<file path="src/rtl/gate_pkg.sv">
// Shared definitions for the parking-gate controller: state encoding and
// default configuration values.
package gate_pkg;

  typedef logic [1:0] state_t;

  localparam state_t CERRADO    = 2'd0;
  localparam state_t ESPERA_PIN = 2'd1;
  localparam state_t ABIERTO    = 2'd2;
  localparam state_t BLOQUEO    = 2'd3;

  localparam logic [7:0] PIN_DEFAULT          = 8'h10;
  localparam int         MAX_INTENTOS_DEFAULT = 3;

endpackage

</file>
<file path="src/rtl/pin_checker.sv">
// PIN evaluation for the gate controller: builds the enter event, compares
// the keypad value and keeps a saturating wrong-attempt counter.
// Build option: ENTER_EDGE_EN makes the enter event a rising-edge detect on
// enterPin (one evaluation per press); otherwise every high cycle counts.
import gate_pkg::*;

module pin_checker #(
  parameter logic [7:0] PIN_CORRECTO = PIN_DEFAULT,
  parameter int         MAX_INTENTOS = MAX_INTENTOS_DEFAULT,
  parameter int         CNT_W        = 2
) (
  input  logic       Clk,
  input  logic       Reset,
  input  logic       i_en,
  input  logic       i_clr,
  input  logic       i_enter,
  input  logic [7:0] i_pin,
  output logic       o_pin_ok,
  output logic       o_pin_bad,
  output logic       o_alarm_cnt
);

  localparam logic [CNT_W-1:0] MAX_C = CNT_W'(MAX_INTENTOS);
  localparam logic [CNT_W-1:0] ONE_C = CNT_W'(1);

  logic [CNT_W-1:0] r_cnt;
  logic [CNT_W-1:0] w_cnt_next;
  logic             w_ev;

`ifdef ENTER_EDGE_EN
  logic r_enter_q;

  // Delayed copy of the enter key for rising-edge detection
  always_ff @(posedge Clk or negedge Reset) begin
    if (!Reset) r_enter_q <= 1'b0;
    else        r_enter_q <= i_enter;
  end

  assign w_ev = i_enter & ~r_enter_q;
`else
  assign w_ev = i_enter;
`endif

  assign o_pin_ok  = i_en & w_ev & (i_pin == PIN_CORRECTO);
  assign o_pin_bad = i_en & w_ev & (i_pin != PIN_CORRECTO);

  // Next attempt count: clear on accepted PIN, saturating increment on a wrong one
  always_comb begin
    w_cnt_next = r_cnt;
    if (i_clr)          w_cnt_next = '0;
    else if (o_pin_bad) w_cnt_next = (r_cnt == '1) ? r_cnt : r_cnt + ONE_C;
  end

  // Alarm flag seen by the FSM after this edge tracks the count that will be stored
  assign o_alarm_cnt = (w_cnt_next >= MAX_C);

  // Attempt counter register
  always_ff @(posedge Clk or negedge Reset) begin
    if (!Reset) r_cnt <= '0;
    else        r_cnt <= w_cnt_next;
  end

endmodule

</file>
<file path="src/rtl/gate_controller.sv">
// Parking-gate controller: PIN-gated entry, wrong-attempt alarm and lock on
// tailgating. All outputs are registered decodes of the next state.
// Build option: ENTER_EDGE_EN (see pin_checker) selects edge-detected entry.
import gate_pkg::*;

module gate_controller #(
  parameter logic [7:0] PIN_CORRECTO = PIN_DEFAULT,
  parameter int         MAX_INTENTOS = MAX_INTENTOS_DEFAULT,
  parameter int         CNT_W        = 2
) (
  input  logic       Clk,
  input  logic       Reset,
  input  logic       Vehiculo,
  input  logic       Termino,
  input  logic       enterPin,
  input  logic [7:0] Pin,
  output logic       Cerrado,
  output logic       Abierto,
  output logic       Alarma,
  output logic       Bloqueo
);

  state_t r_state;
  state_t w_next;
  logic   w_en;
  logic   w_pin_ok;
  logic   w_pin_bad;
  logic   w_alarm_cnt;

  // PIN is only evaluated while waiting for it or while locked
  assign w_en = (r_state == ESPERA_PIN) || (r_state == BLOQUEO);

  pin_checker #(
    .PIN_CORRECTO (PIN_CORRECTO),
    .MAX_INTENTOS (MAX_INTENTOS),
    .CNT_W        (CNT_W)
  ) u_pin_checker (
    .Clk         (Clk),
    .Reset       (Reset),
    .i_en        (w_en),
    .i_clr       (w_pin_ok),
    .i_enter     (enterPin),
    .i_pin       (Pin),
    .o_pin_ok    (w_pin_ok),
    .o_pin_bad   (w_pin_bad),
    .o_alarm_cnt (w_alarm_cnt)
  );

  // Next-state logic; a PIN evaluation takes priority over the vehicle leaving
  always_comb begin
    w_next = r_state;
    case (r_state)
      CERRADO: begin
        if (Vehiculo) w_next = ESPERA_PIN;
      end
      ESPERA_PIN: begin
        if (w_pin_ok)       w_next = ABIERTO;
        else if (w_pin_bad) w_next = ESPERA_PIN;
        else if (!Vehiculo) w_next = CERRADO;
      end
      ABIERTO: begin
        if (Termino) w_next = Vehiculo ? BLOQUEO : CERRADO;
      end
      BLOQUEO: begin
        if (w_pin_ok) w_next = ABIERTO;
      end
      default: w_next = CERRADO;
    endcase
  end

  // State register
  always_ff @(posedge Clk or negedge Reset) begin
    if (!Reset) r_state <= CERRADO;
    else        r_state <= w_next;
  end

  // Registered Moore outputs decoded from the state being entered
  always_ff @(posedge Clk or negedge Reset) begin
    if (!Reset) begin
      Cerrado <= 1'b1;
      Abierto <= 1'b0;
      Alarma  <= 1'b0;
      Bloqueo <= 1'b0;
    end else begin
      Cerrado <= (w_next == CERRADO) || (w_next == ESPERA_PIN);
      Abierto <= (w_next == ABIERTO);
      Alarma  <= (w_next == BLOQUEO) || w_alarm_cnt;
      Bloqueo <= (w_next == BLOQUEO);
    end
  end

endmodule

</file>
<file path="config.mk">
export PLATFORM = sky130hd
export DESIGN_NAME = gate_controller
export DESIGN_NICKNAME = d
export VERILOG_FILES = /design/src/rtl/gate_pkg.sv /design/src/rtl/pin_checker.sv /design/src/rtl/gate_controller.sv
export SDC_FILE = /design/constraint.sdc
export NUM_CORES = 1
export LEC_CHECK = 0
export BUFFER_PORTS_ARGS = -buffer_cell sky130_fd_sc_hd__buf_2
export CAP_MARGIN = 10
export CORE_AREA = 2 2 39 41
export DETAILED_ROUTE_END_ITERATION = 12
export DIE_AREA = 0 0 41 43
export GPL_TIMING_DRIVEN = 1
export PLACE_DENSITY = 0.6
export SLEW_MARGIN = 40
export SYNTH_ARGS = -nofsm -noshare
export SYNTH_HDL_FRONTEND = slang
export SYNTH_SLANG_ARGS = --single-unit
</file>
<file path="constraint.sdc">
create_clock -name Clk -period 1.09 [get_ports Clk]
set_clock_uncertainty 0.05 [all_clocks]
set_input_delay 0.0545 -clock Clk [delete_from_list [all_inputs] [get_ports Clk]]
set_output_delay 0.0545 -clock Clk [all_outputs]
set_load 0.02 [all_outputs]
</file>
* Yosys cells after proc, flatten, opt, wreduce, memory -nomap -nowiden
Index checks and enable logic that the tools add are counted.
** Word-level totals
- Register bits after elaboration :: 8
- Logic and storage cells :: 36
** Cells by class
- $add $sub $neg :: 1
- $lt $le $gt $ge :: 1
- Eq/ne operators :: 9
- Mux-type cells :: 11
- Bitwise gates (word level) :: 3
- Reduce and logical (&&, ||, !) cells :: 5
** Operators by type and width (count)
- $mux 2 :: 10
- $eq 2x2->1 const B :: 5
- $eq 8x5->1 const B :: 1
- $ne 8x5->1 const B :: 1
- $pmux 2 s4 :: 1
- $eq 2x1->1 const B :: 2
- $logic_not 2->1 :: 2
- $and 1x1->1 :: 3
- $logic_or 1x1->1 :: 3
- $add 2x1->2 const B :: 1
- $ge 2x2->1 const B :: 1

* Longest topological paths before layout
- Depth in word-level cells :: 9
- Depth in mapped cells :: 4
- Depth with buffers taken out :: 3

* Hierarchy
A second synthesis with hierarchy kept.
** Second synthesis, totals
- Cell total of the unflattened synthesis :: 37
- Area, all modules :: 390.4 um^2
** Modules (own cells, without submodules)
- gate_controller :: instances 1, cells each 22, area each 237.7 um^2, seq. area each 151.4 um^2
- pin_checker :: instances 1, cells each 15, area each 152.6 um^2, seq. area each 50.0 um^2

* Worst setup path after synthesis
OpenSTA, ideal clock, no wires.
- Path type :: input to register
- From :: input port Pin[5]
- To :: register r_state[0]
- Arrival time :: 936 ps
- Data required time :: 902 ps
- Slack :: -34 ps
- Cell stages on the path :: 3
- Path buffers :: 0
- Cell sequence :: or4b_4 -> nor3_4 -> a221oi_1
** Between the ends
- Word-level cells in the longest chain between the ends :: 5
** RTL lines
- start, declared :: line gate_controller.sv:16 : input logic [7:0] Pin,
- $ne 8x5->1 :: line pin_checker.sv:45 : assign o_pin_bad = i_en & w_ev & (i_pin != PIN_CORRECTO);
- $and 1x1->1 :: line pin_checker.sv:45
- $mux 2 :: line gate_controller.sv:58 : else if (w_pin_bad) w_next = ESPERA_PIN;
- $mux 2 :: line gate_controller.sv:57 : if (w_pin_ok) w_next = ABIERTO;
- $pmux 2 s4 * :: line gate_controller.sv:52 : case (r_state)
- named net w_next[0] :: line gate_controller.sv:24 : state_t w_next;
- end signal, assigned :: line gate_controller.sv:74 : else r_state <= w_next;
- end, declared :: line gate_controller.sv:23 : state_t r_state;
Mark *: on every way through the listed nets, which the timed path passes. The rest lies on a longest branch.

* Worst setup path after layout
- From :: input port Pin[1]
- To :: register r_state[1]
Same word-level chain as after synthesis.

==> flow_summary.json <==
{
  "yosysMostFrequentCell": "dfrtp_1",
  "dpl.cell_count": 65,
  "htreeDepth": 1,
  "die_y_um": 43,
  "dr.pass1.iters": 4,
  "grt_pass1_vias": 325,
  "netlist_area_um2": 358,
  "finalMaxSlewViolations": 0,
  "fin_crit_sh_pct": 95.3,
  "dp_hpwl_um": 544,
  "grt_antenna_before_repair": 0,
  "final_core_util_pct": 38.4,
  "synth.top_cell.area_share_pct": 49.0,
  "slew_headroom_pct": 79.7,
  "hold_path_class": "in -> reg",
  "via_per_inst": 4.71,
  "hold_viol_final": 0,
  "post_drt_wl_per_cell_um": 9.85,
  "setup_viol": 0,
  "port_buffers": 16,
  "cp.required_ps": 1230,
  "rsz0062_at_grt": "yes",
  "layout.nets": 70,
  "gp_congestion": 0.769,
  "min_to": "Cerrado",
  "syn-num-nets": 46,
  "syn_inst": 33,
  "grt_pass1_wl_um": 1240,
  "final_cells": 72,
  "reg2reg_from": "r_state[0]",
  "vias": 339,
  "vdd_drop_max_mv": 0.439,
  "ff2ff_setup_slack_ps": 70,
  "maxCapViolations": 0,
  "min-delay-start": "Termino",
  "synth-edff-count": 0,
  "cp-start-kind": "input port",
  "cts-root-buf": "clkbuf_4",
  "cts_tree": "done",
  "chipWidth_um": 41,
  "timing.rr.end": "r_state[1]",
  "fmax_ghz": 0.963,
  "p_per_area_nw_per_um2": 1190,
  "cp-end-kind": "register",
  "arrival_ps": 1180,
  "antenna_left": 0,
  "ys_seq_elements": 8,
  "path_clk_slew_ps": 50,
  "layout-drive-gt1-share_pct": 50.0,
  "yosysWarnings": 0,
  "synth_area_per_cell_um2": 10.8,
  "whs_path_depth": 3,
  "insertion_delay_ps": 250,
  "finalCriticalPeriod_ps": 1040,
  "status": "completed",
  "diodes": 0,
  "wirelength_um": 709,
  "cts.sinks": 8,
  "syn2layout_area_growth_pct": 48.6,
  "overflow": 0,
  "worst_pin_slew_ps": 303,
  "dieArea_um2": 1760,
  "fin_ws_ps": 51.5,
  "numCtsBuffers": 3,
  "drt_iter0_drc": 11,
  "async_flop_share_pct": 100,
  "fp.coreArea_um2": 1380,
  "rows": 14,
  "synth_largest_area_cell": "dfrtp_1",
  "drc": 0,
  "ys_top_cells_by_area": "dfrtp_1, dfstp_2, nor3_4",
  "start_util_pct": 25.9,
  "yosys.cell_types.count": 18,
  "cts.path.max_buffers": 2,
  "synth-seq-area-share_pct": 56.3,
  "cellLeakagePower_nw": 0.273,
  "rr_worst_depth": 3,
  "grt_max_degree": 9,
  "critPathMaxFanout": 7,
  "path_class": "in -> reg",
  "post-place-ws_ps": -185,
  "synth_flop_cell": "dfrtp_1",
  "ios": 17,
  "synth_commonest_cells": "dfrtp_1, nor2_1, nand2_1",
  "finalPower_uw": 631,
  "grt_use_total_pct": 10.8
}
[critical path, cell delays in order]
cell    delay [ps]
buf_2          100
or4_4          540
nor3_4         330
o21a_1         150
[state kept, by name (all words and copies together) (netlist names)]
signal,count
r_state,2
u_pin_checker.r_cnt,2
Abierto,1
Alarma,1
Bloqueo,1
Cerrado,1
[report_power, final]
group	total, mW	leakage, nW	switching [mW]	internal (mW)
sequential	0.310	0.0887	0.00587	0.304
combinational	0.0764	0.170	0.0338	0.0426
clock	0.245	0.0150	0.105	0.140
total	0.631	0.273	0.144	0.487
[metal layers]
metal  routed length, µm  global-route usage, %  share of wire (%)
met5                   0                      0                  0
met4                   0                   10.0                  0
met3                  64                   3.14                9.0
met2                 326                   14.4                 46
met1                 317                   13.0                 45
[through the flow]
stage	hold slack (ps)	instance area (µm²)	setup TNS, ps
6_report	11.7	532	0
5_1_grt	27.1	532	-5.38
4_1_cts	22.4	509	0
3_5_place_dp	-144	462	-1250
3_3_place_gp	-147	462	-1260
2_1_floorplan	-291	358	-121
[layout make-up]
| class | instances | area [µm²] |
|---|---|---|
| clock buffer | 4 | 26.3 |
| fill | 146 | 852 |
| inverter | 2 | 7.51 |
| multi-input combinational | 22 | 151 |
| sequential | 8 | 203 |
| tap | 16 | 20.0 |
| timing repair buffer | 20 | 124 |
[worst max path at each step]
stage	slack, ps	startpoint	depth (start not counted)	to
after floorplan	-30	Pin[1]	3	r_state[0]
after global placement	-190	Pin[1]	4	r_state[0]
after detailed placement	-180	Pin[1]	4	r_state[0]
after CTS	30	enterPin	5	r_state[0]
after global routing	-5	r_state[0]	3	Alarma
final	50	Pin[1]	4	r_state[1]
[logic make-up after synthesis]
kind of cell	synth area share [%]
buffers and inverters	3.15
flip-flops	56.3
AND/OR/NAND/NOR	20.6
AO/OA/AOI/OAI	19.9
[timing repair]
| item | CTS | global route |
|---|---|---|
| buffers inserted | 0 | 1 |
| setup endpoints to repair | 1 | 7 |
| hold endpoints to repair | 9 | 0 |
| gates resized for setup | 1 | 5 |
| hold buffers | 2 | 0 |
[layout by cell type (no fill, tap or decap)]
cell type       count
dfrtp_2             1
o21a_1              1
a21oi_1             2
dlygate4sd3_1       1
a31oi_1             2
a21o_2              1
o21ai_0             1
buf_4               2
or4_4               1
clkbuf_1            1
nand2_1             3
o21ai_1             1
nand2b_1            1
a21o_1              1
nor2_1              4
clkbuf_4            3
a221oi_2            1
buf_2              15
dfstp_2             1
nor3_4              1
dfrtp_1             6
inv_1               2
buf_6               1
or4b_4              1
dlymetal6s4s_1      1
o22ai_1             1
Power figures use the tool's default switching activity.
